$ cat config.mk
export PLATFORM = sky130hd
export DESIGN_NAME = fetch_stage
export DESIGN_NICKNAME = d
export VERILOG_FILES = /design/src/rtl/cpu_pkg.sv /design/src/rtl/fetch_fifo.sv /design/src/rtl/fetch_stage.sv
export SDC_FILE = /design/constraint.sdc
export NUM_CORES = 1
export LEC_CHECK = 0
export CAP_MARGIN = 10
export CORE_ASPECT_RATIO = 1.4
export CORE_UTILIZATION = 56
export CTS_CLUSTER_DIAMETER = 30
export CTS_CLUSTER_SIZE = 14
export DETAILED_ROUTE_END_ITERATION = 8
export PLACE_DENSITY_LB_ADDON = 0.08
export SETUP_SLACK_MARGIN = 0.4
export SKIP_CTS_REPAIR_TIMING = 1
export SYNTH_ARGS = -nofsm -noshare
export SYNTH_HDL_FRONTEND = slang
export SYNTH_SLANG_ARGS = --single-unit
$ cat constraint.sdc
create_clock -name clk -period 3.3 [get_ports clk]
set_input_delay 0.66 -clock clk [delete_from_list [all_inputs] [get_ports clk]]
set_output_delay 0.66 -clock clk [all_outputs]
set_load 0.01 [all_outputs]
$ cat src/rtl/cpu_pkg.sv
// Shared widths, reset constants and the fetch-buffer entry type for the MIPS core.
package cpu_pkg;

  localparam int unsigned INSTR_W = 32;
  localparam int unsigned ADDR_W  = 32;
  localparam int unsigned DEPTH   = 2;
  localparam int unsigned CNT_W   = 2;

  localparam logic [ADDR_W-1:0]  RESET_PC_DEF = 32'h0000_0000;
  localparam logic [INSTR_W-1:0] NOP          = 32'h0000_0000;

  // One fetched instruction together with its fall-through address.
  typedef struct packed {
    logic [INSTR_W-1:0] instr;
    logic [ADDR_W-1:0]  pc_plus4;
  } fetch_entry_t;

endpackage

$ cat src/rtl/fetch_fifo.sv
// Two-entry fetch buffer: strict FIFO order, synchronous flush, registered head.
module fetch_fifo
  import cpu_pkg::*;
(
  input  logic               clk,
  input  logic               reset,
  input  logic               flush,
  input  logic               push,
  input  logic               pop,
  input  fetch_entry_t       wdata,
  output fetch_entry_t       rdata,
  output logic [CNT_W-1:0]   count
);

  fetch_entry_t mem [DEPTH];
  logic         wr_ptr;
  logic         rd_ptr;

  // Entry storage; cleared on reset so the head reads as zero.
  always_ff @(posedge clk or negedge reset) begin
    if (!reset) begin
      for (int i = 0; i < int'(DEPTH); i++) begin
        mem[i] <= '{instr: NOP, pc_plus4: '0};
      end
    end else if (push && !flush) begin
      mem[wr_ptr] <= wdata;
    end
  end

  // Pointers and occupancy; a flush discards everything, including any entry popped this cycle.
  always_ff @(posedge clk or negedge reset) begin
    if (!reset) begin
      wr_ptr <= 1'b0;
      rd_ptr <= 1'b0;
      count  <= '0;
    end else if (flush) begin
      wr_ptr <= 1'b0;
      rd_ptr <= 1'b0;
      count  <= '0;
    end else begin
      if (push) wr_ptr <= ~wr_ptr;
      if (pop)  rd_ptr <= ~rd_ptr;
      count <= count + CNT_W'(push) - CNT_W'(pop);
    end
  end

  assign rdata = mem[rd_ptr];

endmodule

$ cat src/rtl/fetch_stage.sv
// Instruction fetch: PC register, next-PC selection and a two-entry buffer toward decode.
module fetch_stage
  import cpu_pkg::*;
#(
  parameter logic [ADDR_W-1:0] RESET_PC = RESET_PC_DEF
) (
  input  logic               clk,
  input  logic               reset,
  output logic [ADDR_W-1:0]  imem_addr,
  input  logic [INSTR_W-1:0] imem_data,
  input  logic               redirect_valid,
  input  logic [ADDR_W-1:0]  redirect_pc,
  input  logic               id_ready,
  output logic               id_valid,
  output logic [INSTR_W-1:0] id_instr,
  output logic [ADDR_W-1:0]  id_pc_plus4
);

  logic [ADDR_W-1:0] pc;
  logic [ADDR_W-1:0] pc_next_c;
  logic [ADDR_W-1:0] pc_plus4_c;
  logic [CNT_W-1:0]  count;
  logic              push_c;
  logic              pop_c;
  fetch_entry_t      wdata_c;
  fetch_entry_t      head;

  assign pc_plus4_c = pc + ADDR_W'(4);
  assign pop_c      = id_valid & id_ready;
  assign push_c     = ((count < CNT_W'(DEPTH)) | pop_c) & ~redirect_valid;
  assign wdata_c    = '{instr: imem_data, pc_plus4: pc_plus4_c};

  // Next-PC: redirect wins, otherwise advance only when the fetched word was accepted.
  always_comb begin
    pc_next_c = pc;
    if (redirect_valid) begin
      pc_next_c = redirect_pc & ~ADDR_W'(3);
    end else if (push_c) begin
      pc_next_c = pc_plus4_c;
    end
  end

  // Program counter.
  always_ff @(posedge clk or negedge reset) begin
    if (!reset) begin
      pc <= RESET_PC;
    end else begin
      pc <= pc_next_c;
    end
  end

  fetch_fifo u_fifo (
    .clk   (clk),
    .reset (reset),
    .flush (redirect_valid),
    .push  (push_c),
    .pop   (pop_c),
    .wdata (wdata_c),
    .rdata (head),
    .count (count)
  );

  assign imem_addr   = pc;
  assign id_valid    = (count != '0);
  assign id_instr    = head.instr;
  assign id_pc_plus4 = head.pc_plus4;

endmodule
* Word level (Yosys, flattened, before mapping) *
Cells that the tools add are included.

word-level totals
  bits in registers = 164
  bits in latches = 0
  memory bits (writable) = 0
  memory bits (read-only) = 0
  input bits = 68
  output and inout bits = 97
  word-level logic and storage cells = 42
  memories = 0

operators by class
  add/subtract/negate cells = 3
  multipliers = 0
  div/mod/pow operators = 0
  order comparisons = 4
  eq/ne operators = 0
  shift operators = 0
  muxes and demuxes = 13
  bitwise operators = 8
  reduce and logical (&&, ||, !) cells = 6

operator list
  kind                   number
  $mux 64                4
  $bwmux 128             1
  $demux 64 s1           1
  $mux 32                2
  $add 32x3->32 const B  1
  $reduce_bool 2->1      3
  $ge 2x2->1 const B     2
  $mux 1                 4
  $not 1->2              2
  $not 1->1              3
  $add 2x1->2            1
  $and 1x1->1            2
  $logic_and 1x1->1      2
  $lt 2x1->1 const B     1
  $lt 2x2->1 const B     1
  $mux 2                 1
  $sub 2x1->2            1
  $logic_not 1->1        1
  $or 1x1->1             1

* Logic depth before layout (Yosys ltp) *
  word-level depth = 7
  depth in mapped cells = 7
  depth with buffers taken out = 7

* Cells and area by module *
Synthesis repeated with hierarchy kept, for this count alone.

second synthesis, totals
  cell total of the unflattened synthesis = 647
  area total of the unflattened synthesis = 8,458.1 um2

modules (own cells, without submodules)
  module       times used  cells each  area each (um2)  seq. area each (um2)
  fetch_fifo   1           358         6,138.4          3,303.2
  fetch_stage  1           289         2,319.7          750.7

* Least setup slack after synthesis *
No wires, ideal clock.

  path kind = input to register
  start point = in redirect_valid
  end point = reg u_fifo.count[0]
  library setup time = 130 ps
  data arrival time = 1,947 ps
  required time = 3,170 ps
  setup slack = 1,223 ps
  stages = 6
  buffers on the path = 3
  path through = clkbuf_1 buf_1 clkbuf_1 nor2_1 ha_1 nor2b_1

on the way
  word-level cells in the longest chain between the ends = 5

RTL lines
  item                    line               source
  start: declaration      fetch_stage.sv:11  input logic redirect_valid,
  $not 1->1               fetch_stage.sv:30  assign push_c = ((count < CNT_W'(DEPTH)) | pop_c) & ~redirect_valid;
  $and 1x1->1             fetch_stage.sv:30
  $add 2x1->2             fetch_fifo.sv:43   count <= count + CNT_W'(push) - CNT_W'(pop);
  $sub 2x1->2             fetch_fifo.sv:43
  $mux 2 (*)              fetch_fifo.sv:36   end else if (flush) begin
  end signal: assignment  fetch_fifo.sv:43
  end: declaration        fetch_fifo.sv:12   output logic [CNT_W-1:0] count

Mark *: on every way between the ends. The rest lies on a longest branch, timed or not.
A chain may end at the register's enable or synchronous reset.

* Final worst setup path *
  start point = reg u_fifo.rd_ptr
  end point = out id_pc_plus4[4]

on the way
  word-level cells in the longest chain between the ends = 4

RTL lines
  item                                        line               source
  start: declaration                          fetch_fifo.sv:17   logic rd_ptr;
  start signal: assignment                    fetch_fifo.sv:42   if (pop) rd_ptr <= ~rd_ptr;
  $not 1->2 (not written as such)             fetch_fifo.sv:47   assign rdata = mem[rd_ptr];
  $mux 64 (not written as such) (3 in a row)  fetch_fifo.sv:47
  end: declaration                            fetch_stage.sv:16  output logic [ADDR_W-1:0] id_pc_plus4

Every way passes these cells. The select of a mux whose other input is x is not followed.

==> results_dict.tcl <==
set metrics [dict create \
    crit_required_ns 2.64 \
    route.met3.wl_um 1140 \
    grt_pass1_vias 6731 \
    pin_count 165 \
    cts_buffer_depth 2 \
    yosysTopAreaCell "dfrtp_1" \
    r2r_start "imem_addr[2]" \
    fin_skew_ns 0.00941 \
    r2r_slack_ns 0.87 \
    grt_usage_pct 29.1 \
    p_per_area_mw_per_mm2 779 \
    finalCriticalPeriod_ns 2.80 \
    path_max_fanout 27 \
    max-slew-margin-rel_pct 37.7 \
    hold_path_class "input pin to asynchronous set/reset pin" \
    grt_max_degree 75 \
    cp-start-kind "flip-flop" \
    drt_first_pass_iters 5 \
    setup_violations 0 \
    cts.clk_slew.worst_paths_ns 0.07 \
    p_leak_nw 4.34 \
    dp_worst_setup_slack_ns 0.670 \
    die_height_um 143 \
    clock_latency_ns 0.42 \
    syn_inst 871 \
    ys_warn_count 0 \
    slew_violations 0 \
    synth.cell_area_mm2 0.00792 \
    ff2ff_path_depth 5 \
    via_count 6860 \
    met1_length_um 8600 \
    arrival_ns 2.14 \
    worst_slack_ns 0.498 \
    combinationalPowerShare_pct 38.0 \
    coreArea_mm2 0.0138 \
    synth_area_leaders "dfrtp_1, nand2_1, mux2_2, o21ai_0, a31oi_1" \
    drt_iter0_markers 382 \
    syn_area_per_cell_um2 9.09 \
    cts_tree "yes" \
    overflow 0 \
    hold_violations 0 \
    fin_tns_setup_ns 0 \
    synth_top_area_share_pct 49.9 \
    drc 0 \
    p_sw_share_pct 33.1 \
    seq_area_frac_synth_pct 49.9 \
    async_flop_share_pct 100 \
    cap_violations 0 \
    grt_pass1_wl_um 33100 \
    antenna_cells 0 \
    rows 51 \
    areaGrowthSynthToFinish_pct 29.1 \
    cts_num_sinks 158 \
    worst_pin_slew_ns 0.925 \
    layout-drive-gt1-share_pct 12.0 \
    max_freq_ghz 0.357 \
    synth_cell_type_count 41 \
    status "completed" \
    final_antenna_net_count 0 \
    cts_max_level 4 \
    dpl.hpwl_um 13600 \
    cts_buffers 17 \
    dieArea_mm2 0.0146 \
    worst_setup_path_end_kind "output port" \
    grt_setup_unrepaired "false" \
    dpl_cell_area_mm2 0.00963 \
    port_buffers 158 \
    worstSetupPathType "flip-flop to output port" \
    post-route-cell-area_mm2 0.0102 \
    pwr-share-clk_pct 23.6 \
    gp_congestion 0.919 \
    synth_edf_count 0 \
    start_util_pct 57.2 \
    p_int_mw 5.34 \
    routedWlPerCell_um 17.2 \
    routed.top_layer "met4" \
    antenna_found_initial 0 \
    reg2reg_to "u_fifo.mem[30]" \
    die_w_um 103 \
    ir_drop_mv 0.412 \
    wl_um 20600 \
    fin_crit_sh_pct 84.9 \
    synth_ff_type "dfrtp_1" \
    viasPerCell 5.73 \
    synth_seq_cells 158 \
    hold_slack_ns 0.248 \
    root_buffer "clkbuf_16" \
    switching_power_mw 2.64 \
    wl_met2_um 10500 \
    p_seq_share_pct 38.4 \
    num-nets-final 1070 \
]
==> flip-flops by register name (all words and copies together) (netlist names) <==
name	flops
u_fifo.mem	124
imem_addr	30
u_fifo.count	2
u_fifo.rd_ptr	1
u_fifo.wr_ptr	1
==> placed cells by master, fill, tap and decap left out, drive strengths merged <==
cell type,netlist,routed
a21oi,1,1
a22oi,3,3
a31oi,34,34
and2,2,2
and3,5,5
and4,5,5
buf,18,17
bufinv,0,1
clkbuf,51,19
clkdlybuf4s50,0,157
clkinv,0,5
clkinvlp,0,4
conb,1,4
dfrtp,158,158
ha,3,3
inv,4,8
mux2,62,62
mux2i,1,1
nand2,262,262
nand2b,1,1
nand3,29,29
nand4,22,22
nand4b,2,2
nor2,44,44
nor2b,5,5
nor3,10,10
nor3b,2,2
nor4,8,8
o211ai,6,6
o21ai,47,47
o311ai,4,4
o31ai,17,17
o41ai,1,1
or2,1,1
or3,8,8
or4,24,24
or4b,1,1
xnor2,19,19
xor2,10,10
==> power groups by stage <==
stage | Combinational, mW | Sequential [mW] | Clock (mW)
finish | 3.03 | 3.06 | 1.88
floorplan | 1.69 | 2.93 | 0
detailed placement | 3.00 | 3.09 | 0
global route | 3.30 | 3.15 | 1.99
CTS | 3.03 | 3.05 | 1.90
global placement | 2.95 | 3.05 | 0
==> synthesized netlist by cell type (4+ instances only) <==
cell type / count
o211ai_1: 6
nand2_1: 262
nand4_1: 21
nor2_1: 44
inv_1: 4
xnor2_1: 19
dfrtp_1: 158
o311ai_0: 4
nand3_1: 28
and4_1: 5
a31oi_1: 34
and3_1: 5
nor4_1: 8
nor3_1: 10
or3_1: 8
buf_4: 6
mux2_2: 62
xor2_1: 10
clkbuf_1: 48
buf_2: 9
nor2b_1: 5
o31ai_1: 17
or4_1: 23
o21ai_0: 47
==> cell type report <==
class / count / area (µm²)
clock buffer: 18 / 429
clock inverter: 14 / 136
fill: 1074 / 3620
inverter: 4 / 15.0
multi-input combinational: 643 / 3680
sequential: 158 / 3960
tap: 185 / 231
timing repair buffer: 175 / 1780
==> critical path, cell delays in order (launching register included) <==
cell             delay, ns
dfrtp_4               0.58
clkbuf_16             0.28
mux2_2                0.36
clkdlybuf4s50_1       0.48
==> metal layers <==
layer / GRT usage (%) / up-vias
met3: 5.63 / 32
met1: 36.9 / 3323
met2: 48.7 / 232
li1: - / 3273
met4: 11.1 / 0
met5: 0 / -
==> how the worst max path moves through the flow <==
stage / start / to / depth (start not counted)
2_1_floorplan: redirect_valid / u_fifo.count[0] / 6
3_3_place_gp: id_ready / u_fifo.mem[57] / 6
3_5_place_dp: id_ready / u_fifo.mem[33] / 6
4_1_cts: u_fifo.rd_ptr / id_pc_plus4[28] / 3
5_1_grt: u_fifo.rd_ptr / id_pc_plus4[4] / 3
6_report: u_fifo.rd_ptr / id_pc_plus4[4] / 3
==> cell families after synthesis <==
family	synth area share, %
muxes	8.94
other	0.0473
xor gates and xnor gates	3.21
and+or+nand+nor	24.7
DFF	49.9
adders and majority gates	0.474
buffers and inverters	3.93
AOI/OAI and AO/OA	8.74
==> per-stage QoR <==
stage | instances | power (mW) | utilization, %
after floorplan | 874 | 4.62 | -
after global placement | 1164 | 6.00 | 69.6
after detailed placement | 1164 | 6.09 | 69.6
after CTS | 1196 | 7.99 | 73.7
after global routing | 1197 | 8.44 | 73.9
final | 1197 | 7.97 | 73.9
Note: power is estimated with default switching activity, not from simulation.
